$ cat src/rtl/multdiv_seq_ctrl.sv
// rtl/multdiv_seq_ctrl.sv - sequences the multi-cycle mul/div unit: operand latch, start pulse, pipeline stall, result hand-off
module multdiv_seq_ctrl #(
  parameter int TIMEOUT_CYCLES = 64,
  parameter int CNT_W          = 7
) (
  input  logic        clock,
  input  logic        reset,
  input  logic        isMul_dx,
  input  logic        isDiv_dx,
  input  logic        flush,
  input  logic [31:0] operandA,
  input  logic [31:0] operandB,
  input  logic        md_resultRDY,
  input  logic        md_exception,
  input  logic [31:0] md_result,
  output logic        md_ctrl_MULT,
  output logic        md_ctrl_DIV,
  output logic [31:0] md_operandA,
  output logic [31:0] md_operandB,
  output logic        stall,
  output logic        busy,
  output logic        result_valid,
  output logic [31:0] result,
  output logic        exception
);

  typedef enum logic [1:0] {IDLE, START, BUSY, DONE} state_t;

  localparam logic [CNT_W-1:0] CNT_LAST = CNT_W'(TIMEOUT_CYCLES - 1);

  state_t           state_q, state_d;
  logic [CNT_W-1:0] cnt_q, cnt_d;
  logic             op_div_q, op_div_d;
  logic [31:0]      opa_q, opa_d;
  logic [31:0]      opb_q, opb_d;
  logic [31:0]      result_q, result_d;
  logic             exc_q, exc_d;
  logic             req;

  assign req = (isMul_dx | isDiv_dx) & ~flush;

  always_ff @(posedge clock) begin
    if (reset) begin
      state_q  <= IDLE;
      cnt_q    <= '0;
      op_div_q <= 1'b0;
      opa_q    <= '0;
      opb_q    <= '0;
      result_q <= '0;
      exc_q    <= 1'b0;
    end else begin
      state_q  <= state_d;
      cnt_q    <= cnt_d;
      op_div_q <= op_div_d;
      opa_q    <= opa_d;
      opb_q    <= opb_d;
      result_q <= result_d;
      exc_q    <= exc_d;
    end
  end

  always_comb begin
    state_d  = state_q;
    cnt_d    = cnt_q;
    op_div_d = op_div_q;
    opa_d    = opa_q;
    opb_d    = opb_q;
    result_d = result_q;
    exc_d    = exc_q;
    case (state_q)
      // md_resultRDY is deliberately not looked at here: stale results from an aborted op are dropped.
      IDLE: begin
        if (req) begin
          state_d  = START;
          opa_d    = operandA;
          opb_d    = operandB;
          op_div_d = ~isMul_dx;
        end
      end
      START: begin
        cnt_d   = '0;
        state_d = flush ? IDLE : BUSY;
      end
      BUSY: begin
        cnt_d = cnt_q + 1'b1;
        if (flush) begin
          state_d = IDLE;
        end else if (md_resultRDY) begin
          state_d  = DONE;
          result_d = md_result;
          exc_d    = md_exception;
        end else if (cnt_q == CNT_LAST) begin
          state_d  = DONE;
          result_d = '0;
          exc_d    = 1'b1;
        end
      end
      DONE:    state_d = IDLE;
      default: state_d = IDLE;
    endcase
  end

  always_comb begin
    stall        = 1'b0;
    busy         = 1'b0;
    md_ctrl_MULT = 1'b0;
    md_ctrl_DIV  = 1'b0;
    result_valid = 1'b0;
    case (state_q)
      IDLE:  stall = req;
      START: begin
        stall        = 1'b1;
        busy         = 1'b1;
        md_ctrl_MULT = ~op_div_q;
        md_ctrl_DIV  = op_div_q;
      end
      BUSY: begin
        stall = 1'b1;
        busy  = 1'b1;
      end
      DONE: begin
        busy         = 1'b1;
        result_valid = 1'b1;
      end
      default: stall = 1'b0;
    endcase
    if (reset) begin
      stall        = 1'b0;
      md_ctrl_MULT = 1'b0;
      md_ctrl_DIV  = 1'b0;
      result_valid = 1'b0;
    end
  end

  assign md_operandA = opa_q;
  assign md_operandB = opb_q;
  assign result      = result_q;
  assign exception   = exc_q;

endmodule
$ cat config.mk
export PLATFORM = sky130hd
export DESIGN_NAME = multdiv_seq_ctrl
export DESIGN_NICKNAME = d
export VERILOG_FILES = /design/src/rtl/multdiv_seq_ctrl.sv
export SDC_FILE = /design/constraint.sdc
export NUM_CORES = 1
export LEC_CHECK = 0
export ABC_CLOCK_PERIOD_IN_PS = 4000
export BUFFER_PORTS_ARGS = -buffer_cell sky130_fd_sc_hd__buf_4
export CAP_MARGIN = 25
export CORE_MARGIN = 3
export CORE_UTILIZATION = 35
export DETAILED_ROUTE_END_ITERATION = 8
export PLACE_DENSITY = 0.61
export SLEW_MARGIN = 20
export SYNTH_ARGS = -nofsm -noshare
export SYNTH_HDL_FRONTEND = slang
export SYNTH_SLANG_ARGS = --single-unit
$ cat constraint.sdc
create_clock -name clock -period 4 [get_ports clock]
set_input_delay 0.6 -clock clock [delete_from_list [all_inputs] [get_ports clock]]
set_output_delay 0.6 -clock clock [all_outputs]
set_load 0.02 [all_outputs]
==> impl_metrics.ini <==
[status]
status = finished, final reports clean

[sta]
tightest_slew_ns = 0.6874
setup_viol_count_final = 0
hold_viol = 0
achievable-frequency_mhz = 423.5
layout_setup_ws_ns = 1.639
timing.slew.headroom_pct = 54.18
timing.final.crit_share_pct = 59.03
rsz_0062_raised_after_global_routing = false
final.setup_skew_ns = 0.007047
min_period_ns = 2.361
slew_viol_final = 0
totalNegativeSetupSlack_ns = 0

[finish]
finalNonFillerCells = 823
n_antenna_cell = 0
syn2layout_area_growth_pct = 46.64
fillCellCount = 1041
drive_above_1_share_pct = 34.70
final_nets = 788

[power]
cellLeakagePower_nw = 2.564
worst_supply_voltage_drop_on_vdd_uv = 307.9
post-layout-total-power_mw = 2.446
p_per_area_nw_per_um2 = 410.9

[synthesis]
synthesis.area_sq_um = 4059
synth-edff-count = 0
synth_seq_cells = 107
synth_sequential_area_ratio_pct = 52.77
ys.warnings.count = 0
syn_area_per_cell_sq_um = 8.183
syn-num-nets = 605
synth_cells = 496
yosys_most_used_dff = sky130_fd_sc_hd__dfxtp_1
yosysUniqueCellTypes = 40
synth-async-reset-ratio_pct = 0

[critical_path]
critical-path-slowest-cell = sky130_fd_sc_hd__ha_1
worst_path_dominant_cell_family = adder cells
setup.reg_to_reg.worst_slack_ns = 1.91
timing.critical_path.from_type = register
cp_cell_sequence = inv_1 -> ha_1 -> nor2_1 -> nor3_1 -> buf_4
source_of_the_critical_timing_path = state_q[1]$_SDFFE_PP0P_
worstPathBufferInverterCount = 2
worst-setup-path-type = register to output port
cp_data_arrival_time_ns = 1.76
crit-reg2reg-launch = state_q[1]$_SDFFE_PP0P_
crit_path_max_incr_delay_ns = 0.49
crit_path_end_kind = output port
timing.critical_path.fanout_max = 12
critPathRequiredTime_ns = 3.40

[placement]
port_buffers = 204
place.detailed.hpwl_mm = 8.191
preCtsSetupSlack_ns = 1.858
placed_cells_incl_taps = 808
place.gp.congestion = 0.8026

[drt]
detail_route.iter0.violations = 251
ant_nets = 0
drt_pre_antenna_iters = 6
remaining_drc_errors = 0
routed_via_density = 4.801
vias_after_detailed_routing = 3951
routed_wirelength_mm = 11.48
route.detailed.wl_per_inst_um = 13.95

[die]
dieArea_sq_um = 12930
die_h_um = 113.7
dieWidth_um = 113.7
floorplan.io_pins = 205
core_region_area_sq_um = 11080
start_util_pct = 36.64
fp-row-count = 38

[global_routing]
first_global_vias = 3659
busiest_layer = met2
grt.met2_usage_pct = 26.86
grt_first_pass_wirelength_mm = 17.71
globalRouteMet3Util_pct = 6.419
grt_use_met1_pct = 20.91
grt_start_max_net_pins = 67
grt_usage_pct = 16.82
antenna_violations_before_repair = 0
globalRoute.totalOverflow = 0

[worst_hold_path]
hp-start = md_operandA[1]$_SDFFE_PP0P_
min_path_type = register to register

[clock_tree]
clock_tree_from_tritoncts = built
cts_max_level = 3
root_buffer = sky130_fd_sc_hd__clkbuf_16
cts.clk_slew.worst_paths_ns = 0.07
ctsResizeCount = 0
hold_bufs_inserted_after_cts = 0
tritoncts_num_sinks = 107
clock_tree.buffer_depth = 2
post_cts.repair.setup_buffers = 0
clock_latency_ns = 0.33
cts_buffers = 9

[run]
max-cap-violations = 0
-- worst reg2reg max path: cells and delay by family, from the launching register on --
kind	cells	cell delay, ns
flip-flops	1	0.41
buffers and inverters	3	0.55
AND/OR/NAND/NOR	2	0.68
adder cells (fa/ha/maj)	1	0.24
AO/OA/AOI/OAI	1	0.15
-- cells in the mapped netlist (3+ instances only) --
library cell               instances  share of area [%]
sky130_fd_sc_hd__a21oi_1          99                 12
sky130_fd_sc_hd__buf_1             4               0.37
sky130_fd_sc_hd__buf_2            14                1.7
sky130_fd_sc_hd__buf_4             4               0.74
sky130_fd_sc_hd__buf_6             3               0.83
sky130_fd_sc_hd__clkbuf_1         12                1.1
sky130_fd_sc_hd__dfxtp_1         107                 53
sky130_fd_sc_hd__ha_1              6                1.8
sky130_fd_sc_hd__inv_1             6               0.55
sky130_fd_sc_hd__nand2_1         163                 15
sky130_fd_sc_hd__nand2b_1          4               0.62
sky130_fd_sc_hd__nand3_1           3               0.37
sky130_fd_sc_hd__nand4_1           4               0.62
sky130_fd_sc_hd__nor2_1            8               0.74
sky130_fd_sc_hd__o21ai_0           9                1.1
sky130_fd_sc_hd__o21ai_1          16                2.0
sky130_fd_sc_hd__o21ai_2           8                1.7
sky130_fd_sc_hd__xor2_1            4               0.86
-- cells in the final DEF (no fill, tap or decap), types with 6 or more instances in the layout --
| cell type | netlist | routed |
|---|---|---|
| sky130_fd_sc_hd__a21oi_1 | 99 | 99 |
| sky130_fd_sc_hd__buf_4 | 4 | 208 |
| sky130_fd_sc_hd__clkbuf_16 | 0 | 9 |
| sky130_fd_sc_hd__dfxtp_1 | 107 | 107 |
| sky130_fd_sc_hd__ha_1 | 6 | 6 |
| sky130_fd_sc_hd__inv_1 | 6 | 6 |
| sky130_fd_sc_hd__nand2_1 | 163 | 163 |
| sky130_fd_sc_hd__nor2_1 | 8 | 8 |
| sky130_fd_sc_hd__o21ai_0 | 9 | 9 |
| sky130_fd_sc_hd__o21ai_1 | 16 | 16 |
| sky130_fd_sc_hd__o21ai_2 | 8 | 8 |
-- per-stage QoR --
stage	utilization [%]	cell area (sq um)	hold slack (ns)
after global routing	53.73	5952	0.4531
final	53.73	5952	0.4541
after floorplan	-	4059	0.4762
after global placement	50.56	5602	0.4419
after CTS	53.73	5952	0.4404
after detailed placement	51.06	5657	0.4474
-- report_power, final --
part	switching, mW	leakage, nW	internal [mW]
logic	0.229	1.55	0.185
clock network	0.370	0.146	0.516
registers	0.0285	0.871	1.12
total	0.627	2.56	1.82
-- state kept, by name, summed over array words and instances (netlist names) --
signal       count
op_div_q         1
result          32
md_operandA     32
cnt_q            7
exception        1
md_operandB     32
state_q          2
-- metal layers --
metal | share of wire, % | vias up
li1 | - | 2004
met1 | 44 | 1773
met2 | 44 | 159
met3 | 9.8 | 15
met5 | 0 | -
met4 | 1.6 | 0
-- worst paths after layout --
| check | to | cells after the start |
|---|---|---|
| worst max-delay path | stall | 5 |
| worst min-delay path | md_operandA[1]$_SDFFE_PP0P_ | 2 |
| worst max register to register | md_operandA[8]$_SDFFE_PP0P_ | 7 |
| worst min register to register | md_operandA[1]$_SDFFE_PP0P_ | 2 |
-- layout make-up --
| cell class | count | area [sq um] | area share (%) |
|---|---|---|---|
| Sequential cell | 107 | 2142 | 35.99 |
| Multi-Input combinational cell | 345 | 1700 | 28.57 |
| Timing Repair Buffer | 210 | 1617 | 27.16 |
| Clock buffer | 13 | 260.3 | 4.373 |
| Tap cell | 140 | 175.2 | 2.943 |
| Clock inverter | 2 | 35.03 | 0.5886 |
| Inverter | 6 | 22.52 | 0.3784 |
-- logic make-up after synthesis --
family	synth area share, %
and+or+nand+nor	19.36
AOI/OAI and AO/OA	19.70
DFF	52.77
buffers and inverters	5.456
adders and majority gates	1.850
xor gates and xnor gates	0.8630
(Power assumes the default switching activity.)
